--- src/rtl/md_pkg.sv ---
// Shared definitions for the md issue controller: instruction IDs, latencies,
// state encoding and instruction-class decode.
package md_pkg;

    localparam int MD_ID_W    = 11;
    localparam int MD_CNT_W   = 4;
    localparam int MD_MUL_LAT = 5;
    localparam int MD_DIV_LAT = 10;

    typedef logic [MD_ID_W-1:0] md_id_t;

    localparam md_id_t NOP_ID   = 11'd0;
    localparam md_id_t ID_MFHI  = 11'd16;
    localparam md_id_t ID_MTHI  = 11'd17;
    localparam md_id_t ID_MFLO  = 11'd18;
    localparam md_id_t ID_MTLO  = 11'd19;
    localparam md_id_t ID_MULT  = 11'd24;
    localparam md_id_t ID_MULTU = 11'd25;
    localparam md_id_t ID_DIV   = 11'd26;
    localparam md_id_t ID_DIVU  = 11'd27;

    typedef enum logic [1:0] {
        IDLE    = 2'd0,
        MUL_RUN = 2'd1,
        DIV_RUN = 2'd2
    } md_state_t;

    function automatic logic is_mul(input md_id_t id);
        return (id == ID_MULT) || (id == ID_MULTU);
    endfunction

    function automatic logic is_start(input md_id_t id);
        return is_mul(id) || (id == ID_DIV) || (id == ID_DIVU);
    endfunction

    function automatic logic is_mdcls(input md_id_t id);
        return is_start(id) || (id == ID_MFHI) || (id == ID_MFLO) ||
               (id == ID_MTHI) || (id == ID_MTLO);
    endfunction

endpackage

--- src/rtl/md_issue_ctrl_shadow_timer.sv ---
// Down-counting shadow of md occupancy: loaded on issue, counts to zero.
module md_shadow_timer
    import md_pkg::*;
(
    input  logic                clk,
    input  logic                reset,
    input  logic                load,
    input  logic [MD_CNT_W-1:0] load_val,
    output logic [MD_CNT_W-1:0] cnt,
    output logic                busy
);

    always_ff @(posedge clk) begin
        if (reset) begin
            cnt <= '0;
        end else if (load) begin
            cnt <= load_val;
        end else if (cnt != '0) begin
            cnt <= cnt - 1'b1;
        end
    end

    assign busy = (cnt != '0);

endmodule

--- src/rtl/md_issue_ctrl.sv ---
// Issue controller for the multiply/divide unit: issue gating, D-stage stall,
// shadow occupancy tracking and md busy cross-check. MD_STALL_CNT_EN adds a stall counter.
//
// state   | meaning
// IDLE    | md free; a START in E may issue
// MUL_RUN | mult/multu in flight, shadow timer counting down
// DIV_RUN | div/divu in flight, shadow timer counting down
module md_issue_ctrl
    import md_pkg::*;
#(
    parameter int MUL_LAT = MD_MUL_LAT,
    parameter int DIV_LAT = MD_DIV_LAT,
    parameter int ID_W    = MD_ID_W
) (
    input  logic                clk,
    input  logic                reset,
    input  logic [ID_W-1:0]     d_id,
    input  logic [ID_W-1:0]     e_id,
    input  logic                int_req,
    input  logic                md_busy,
    output logic [ID_W-1:0]     md_id,
    output logic                stall_d,
    output logic                shadow_busy,
    output logic [MD_CNT_W-1:0] shadow_cnt,
    output logic                err_mismatch,
    output logic [31:0]         stall_cycles
);

    md_state_t           state, state_nxt;
    logic                issue;
    logic                load;
    logic [MD_CNT_W-1:0] load_val;
    logic                timer_busy;
    logic                chk_en;

    assign issue = is_start(e_id) && !int_req && !shadow_busy;

    always_ff @(posedge clk) begin
        if (reset) begin
            state <= IDLE;
        end else begin
            state <= state_nxt;
        end
    end

    // Leaving RUN also when the timer is already empty keeps the FSM from sticking.
    always_comb begin
        state_nxt = state;
        case (state)
            IDLE: begin
                if (issue) begin
                    state_nxt = is_mul(e_id) ? MUL_RUN : DIV_RUN;
                end
            end
            MUL_RUN, DIV_RUN: begin
                if (!timer_busy || (shadow_cnt == MD_CNT_W'(1))) begin
                    state_nxt = IDLE;
                end
            end
            default: state_nxt = IDLE;
        endcase
    end

    always_comb begin
        shadow_busy = (state != IDLE);
        load        = (state == IDLE) && issue;
        load_val    = is_mul(e_id) ? MD_CNT_W'(MUL_LAT) : MD_CNT_W'(DIV_LAT);
    end

    md_shadow_timer u_timer (
        .clk      (clk),
        .reset    (reset),
        .load     (load),
        .load_val (load_val),
        .cnt      (shadow_cnt),
        .busy     (timer_busy)
    );

    assign stall_d = is_mdcls(d_id) && (shadow_busy || issue);
    assign md_id   = int_req ? NOP_ID : e_id;

    // The first cycle out of reset is skipped: md may still be settling.
    always_ff @(posedge clk) begin
        if (reset) begin
            chk_en       <= 1'b0;
            err_mismatch <= 1'b0;
        end else begin
            chk_en <= 1'b1;
            if (chk_en && (shadow_busy != md_busy)) begin
                err_mismatch <= 1'b1;
            end
        end
    end

`ifdef MD_STALL_CNT_EN
    always_ff @(posedge clk) begin
        if (reset) begin
            stall_cycles <= '0;
        end else if (stall_d && (stall_cycles != 32'hFFFF_FFFF)) begin
            stall_cycles <= stall_cycles + 32'd1;
        end
    end
`else
    assign stall_cycles = '0;
`endif

endmodule
--- config.mk ---
export PLATFORM = sky130hd
export DESIGN_NAME = md_issue_ctrl
export DESIGN_NICKNAME = d
export VERILOG_FILES = /design/src/rtl/md_pkg.sv /design/src/rtl/md_issue_ctrl_shadow_timer.sv /design/src/rtl/md_issue_ctrl.sv
export SDC_FILE = /design/constraint.sdc
export NUM_CORES = 1
export LEC_CHECK = 0
export BUFFER_PORTS_ARGS = -buffer_cell sky130_fd_sc_hd__buf_2
export CORE_MARGIN = 1
export CORE_UTILIZATION = 33
export CTS_CLUSTER_DIAMETER = 100
export DETAILED_ROUTE_END_ITERATION = 8
export PLACE_DENSITY = 0.76
export SYNTH_ARGS = -nofsm -noshare
export SYNTH_HDL_FRONTEND = slang
export SYNTH_SLANG_ARGS = --single-unit
--- constraint.sdc ---
create_clock -name clk -period 1.3 [get_ports clk]
set_input_delay 0.26 -clock clk [delete_from_list [all_inputs] [get_ports clk]]
set_output_delay 0.26 -clock clk [all_outputs]
set_load 0.02 [all_outputs]
After elaboration in Yosys (flattened, before gate mapping) --
Index checks and enable logic that the tools add are counted.
Storage, ports and cells: register bits after elaboration 8, latch bits 0, memory bits (writable) 0, ROM bits 0, input bits 26, output and inout port bits 50, logic and storage cells 58, memories 0
Cells by class: add/sub/neg operators 1, multiply operators 0, divide/modulo/power cells 0, order comparisons 0, equality and inequality tests 18, shift operators 0, muxes and demuxes 9, bitwise operators 0, reduce and logical (&&, ||, !) cells 26
Operators by type and width (count):
- == test 11 x 5 -> 1 bit (second input constant) | 12
- logical OR 1 bit | 12
- 2-to-1 mux 4 bit | 3
- 2-to-1 mux 11 bit | 1
- 2-to-1 mux 2 bit | 3
- logical AND 1 bit | 5
- == test 4 x 1 -> 1 bit (second input constant) | 1
- != test 2 bit (second input constant) | 2
- one-hot mux 2 bit (2 select lines) | 1
- nonzero test 2 bit | 2
- nonzero test 4 bit | 1
- subtractor 4 x 1 -> 4 bit (second input constant) | 1
- logical NOT 1 bit | 3
- == test 2 x 1 -> 1 bit (second input constant) | 1
- == test 2 bit (second input constant) | 1
- logical NOT 2 bit | 1
- AND reduction 2 bit | 1
- OR reduction 2 bit | 1
- 2-to-1 mux 1 bit | 1
- != test 1 bit | 1

Longest topological paths before layout --
word-level depth 9, depth in mapped cells 6, mapped depth without buffers 6

Cells and area by module --
From an unflattened synthesis, not the netlist that was laid out.
Unflattened totals: cells, all modules 103, area total of the unflattened synthesis 819.5 um^2
By module, submodules not included:
- md_issue_ctrl | instances 1, cells an instance 77, area an instance 589.3 um^2
- md_shadow_timer | instances 1, cells an instance 26, area an instance 230.2 um^2

Least setup slack after synthesis --
Ideal clock, no wire load.
path kind register -> register, start register u_timer.cnt[1], end register state[1], arrival time 1.440 ns, setup slack -0.209 ns, stages on the path, launching flop included 7, buffers on the path 0, period minus slack after synthesis 1.509 ns, cells stage by stage dfxtp_1 inv_1 ha_1 nor2_1 o31a_1 or3b_1 a21oi_1
Between the ends: longest elaborated chain between the ends 5
RTL lines:
- start: declaration | RTL line md_issue_ctrl_shadow_timer.sv:9 | output logic [MD_CNT_W-1:0] cnt,
- start signal: assignment | RTL line md_issue_ctrl_shadow_timer.sv:17 | cnt <= load_val;
- start signal: assignment | RTL line md_issue_ctrl_shadow_timer.sv:19 | cnt <= cnt - 1'b1;
- nonzero test 4 bit | RTL line md_issue_ctrl_shadow_timer.sv:23 | assign busy = (cnt != '0);
- logical NOT 1 bit | RTL line md_issue_ctrl.sv:56 | if (!timer_busy || (shadow_cnt == MD_CNT_W'(1))) begin
- logical OR 1 bit (*) | RTL line md_issue_ctrl.sv:56
- != test 2 bit (no source line) (*)
- AND reduction 2 bit (no source line) (*)
- end signal: assignment | RTL line md_issue_ctrl.sv:42 | state <= state_nxt;
- end: declaration | RTL line md_issue_ctrl.sv:29 | md_state_t state, state_nxt;
Every way passes the cells marked *; elsewhere a longest branch is shown, timed or not. A chain may end at the register's enable or synchronous reset.

Final worst setup path --
start register state[0], end output port stall_d
Between the ends: longest elaborated chain between the ends 5
RTL lines:
- nonzero test 2 bit (*) | RTL line md_issue_ctrl.sv:65 | shadow_busy = (state != IDLE);
- logical NOT 1 bit | RTL line md_issue_ctrl.sv:36 | assign issue = is_start(e_id) && !int_req && !shadow_busy;
- logical AND 1 bit | RTL line md_issue_ctrl.sv:36
- logical OR 1 bit (*) | RTL line md_issue_ctrl.sv:79 | assign stall_d = is_mdcls(d_id) && (shadow_busy || issue);
- logical AND 1 bit (*) | RTL line md_issue_ctrl.sv:79
- end: declaration | RTL line md_issue_ctrl.sv:22 | output logic stall_d,
Marked as above.

==> results.md <==
* Overflow after GRT at 0
* Cell row count at 17
* Iter 0 DRT Violations at 6
* Buf+Inv Stages, Crit Path at 3
* Detailed placement HPWL at 1360 um
* Sequential cell area fraction in the yosys report at 0.200
* Initial antenna violation count at 0
* Clk buf depth at 2
* Cells along the critical path: inv_2 > ha_4 > inv_4 > a31oi_4 > nor2_2 > buf_6
* Yosys top cell area share at 0.300
* Sequential share of power at 0.267
* I/O pin count at 76
* Synth Instances at 97
* CP Launch Type: register
* Final Skew at 5.65 ps
* Avg WL per Cell at 10.4 um
* Core area at 2250 um2
* Placed insts at 172
* Cell area after synthesis at 802 um2
* Layout cells sized above 1 at 0.539
* Hold Path Depth at 2
* Synth-to-layout area growth at 43.8%
* RePlAce Congestion at 0.729
* Fin crit share at 1.10
* Switching Share at 0.424
* Initial Utilization at 0.356
* Post-Layout Cell Count at 180
* Die width at 51.3 um
* Crit Reg-Reg Endpoint: state[1]
* Via-to-Cell Ratio at 4.12
* Avg Inst Size Synth at 8.27 um2
* Outcome: finished with violations
* Final Hold Fails at 0
* Int Pwr at 0.808 mW
* Antenna diodes at 0
* Worst R2R Setup Slack at -110 ps
* TritonCTS clock tree: built
* Worst EP arrival at 1170 ps
* Clock-pin slew on the worst setup and hold paths at 60 ps
* Die Y at 51.3 um
* Comb pwr share at 0.594
* Worst hold slack at 265 ps
* Max IR drop VDD at 0.955 mV
* CTS Hold Buffers Added at 0
* Fmax at 0.699 GHz
* Detailed-route DRC error count at 0
* Startpoint of the worst hold path: reset
* Pwr per Cell Area at 1220 nW/um2
* Crit path largest cell delay at 320 ps
* Multi-input gate area at 577 um2
* Clock power frac at 0.139
* Antenna viol nets, final at 0
* Number of global-route vias before repair at 682
* Critical Path End Type: output port
* Period minus WS final at 1430 ps
* Dominant cell type by area after synthesis: buf_4
* FF-to-FF Start: u_timer.cnt[1]
* CP required at 1040 ps
* Setup violations, final at 5
* Worst skew pair latency at 260 ps
* Worst path top cell family by delay: flip-flops
* Main area contributors after synthesis: buf_4, dfxtp_1, nor2b_1
* LEAKAGE at 0.576 nW
* Total number of vias at 741
* Critical path fanouts, max at 2
* Critical path class: reg -> out
* Total CTS buffers at 3
* H-tree depth at 1
* First-pass GRT wire length at 2900 um
* Unrepaired setup endpoints after global routing: true
* Fillers at 225
* Port-buffer cells at 40
* Drt total wl at 1860 um
* Synth cell types at 29
* Nets@finish at 183
* Total clock sinks at 8
* Fin util at 0.512
* Yosys reg bits at 8
* Slew Limit Fails at 0
* Hold worst-path end: state[1]
* TritonRoute pass-1 iters at 3
* Register area at 170 um2
* Worst R2R Path Depth at 6
* Slowest CP cell: dfxtp_2
* Largest net degree at the start of global routing at 11
* Final setup margin at -130 ps
* Root Buffer: clkbuf_4
* Worst Hold Class: in -> reg
* Gr usage total at 0.149
* DIE AREA at 2630 um2
* Violated checks: negative setup slack
* Place WS at -183 ps
* MaxCap Viol Count at 0
* NetSw at 0.594 mW
* Synth Warn # at 0
-- logic make-up (layout without fill, tap and decap cells) --
| logic type | after synthesis | after routing | synth area share |
|---|---|---|---|
| xor+xnor | 2 | 2 | 0.0218 |
| compound gates | 12 | 12 | 0.0936 |
| simple gates | 29 | 29 | 0.271 |
| flops | 8 | 8 | 0.200 |
| other cells | 1 | 32 | 0.00468 |
| mux | 2 | 2 | 0.0250 |
| buf+inv | 40 | 64 | 0.337 |
| fa+ha+maj | 3 | 3 | 0.0468 |
-- cell type report --
cell class | count | area share
Multi-Input combinational cell | 80 | 0.500
Timing Repair Buffer | 54 | 0.275
Sequential cell | 8 | 0.148
Tap cell | 28 | 0.0304
Inverter | 7 | 0.0271
Clock buffer | 3 | 0.0195
-- power by group through the flow --
stage / clock network (mW) / registers (mW) / logic, mW
global route: 0.215 / 0.380 / 0.910
finish: 0.194 / 0.375 / 0.834
floorplan: 0 / 0.426 / 0.493
global placement: 0 / 0.360 / 0.685
CTS: 0.200 / 0.370 / 0.794
detailed placement: 0 / 0.362 / 0.707
-- metrics by stage --
stage | power, mW | setup TNS [ps] | area, um2
after floorplan | 0.920 | -101 | 950
after global placement | 1.05 | -665 | 1010
after detailed placement | 1.07 | -941 | 1010
after CTS | 1.36 | -407 | 1120
after global routing | 1.51 | -807 | 1150
final | 1.40 | -402 | 1150
-- layer usage --
layer	wire length [um]	vias to the layer above	track usage	share of wire
li1	-	369	-	-
met1	673	339	0.141	0.36
met2	1120	33	0.314	0.60
met3	74	0	0.0208	0.040
met4	0	0	0.0541	0
met5	0	-	0	0
-- placed cells by master (no fill, tap or decap), types with 3 or more instances in the layout --
cell      count
a21oi_1       3
buf_2        38
buf_4        14
clkbuf_4      3
conb_1       32
dfxtp_1       4
ha_4          3
inv_2         3
nor2_1        3
nor2b_1      10
-- how the worst max path moves through the flow --
stage	startpoint	end	slack (ps)	cells after the start
after CTS	u_timer.cnt[1]	state[1]	-140	6
after global placement	e_id[5]	stall_d	-140	5
after floorplan	u_timer.cnt[1]	state[1]	-80	6
after global routing	u_timer.cnt[1]	state[1]	-190	6
final	state[0]	stall_d	-130	6
after detailed placement	e_id[5]	state[1]	-180	5
-- synthesized netlist by cell type (all sizes together) --
library cell	number
xnor2	2
nor2	5
a31oi	1
and2b	1
conb	1
a21oi	4
nand4	1
a211oi	1
or3	2
inv	7
o31a	1
a31o	2
nand2	1
nor4b	2
nor2b	10
mux2i	2
or3b	1
nor3b	1
nand3	1
o21ai	3
ha	3
buf	32
clkbuf	1
dfxtp	8
nor3	2
nor4	2
-- worst register-to-register path, stage by stage, from the launching register on --
cell and delay, ps:
dfxtp_4 350, inv_4 80, ha_4 130, nor2_2 40, o31a_1 250, or3b_1 370, a21oi_2 120
-- flip-flops by register name, summed over array words and instances (netlist names) --
register	count
state	2
u_timer.cnt	4
err_mismatch	1
chk_en	1
-- what timing repair did --
item                       CTS  global route
setup endpoints to repair    7             9
gates cloned                 0             0
gates resized for setup     11            11
pin swaps                    4             5
setup buffers                5             0
Power figures use the tool's default switching activity.
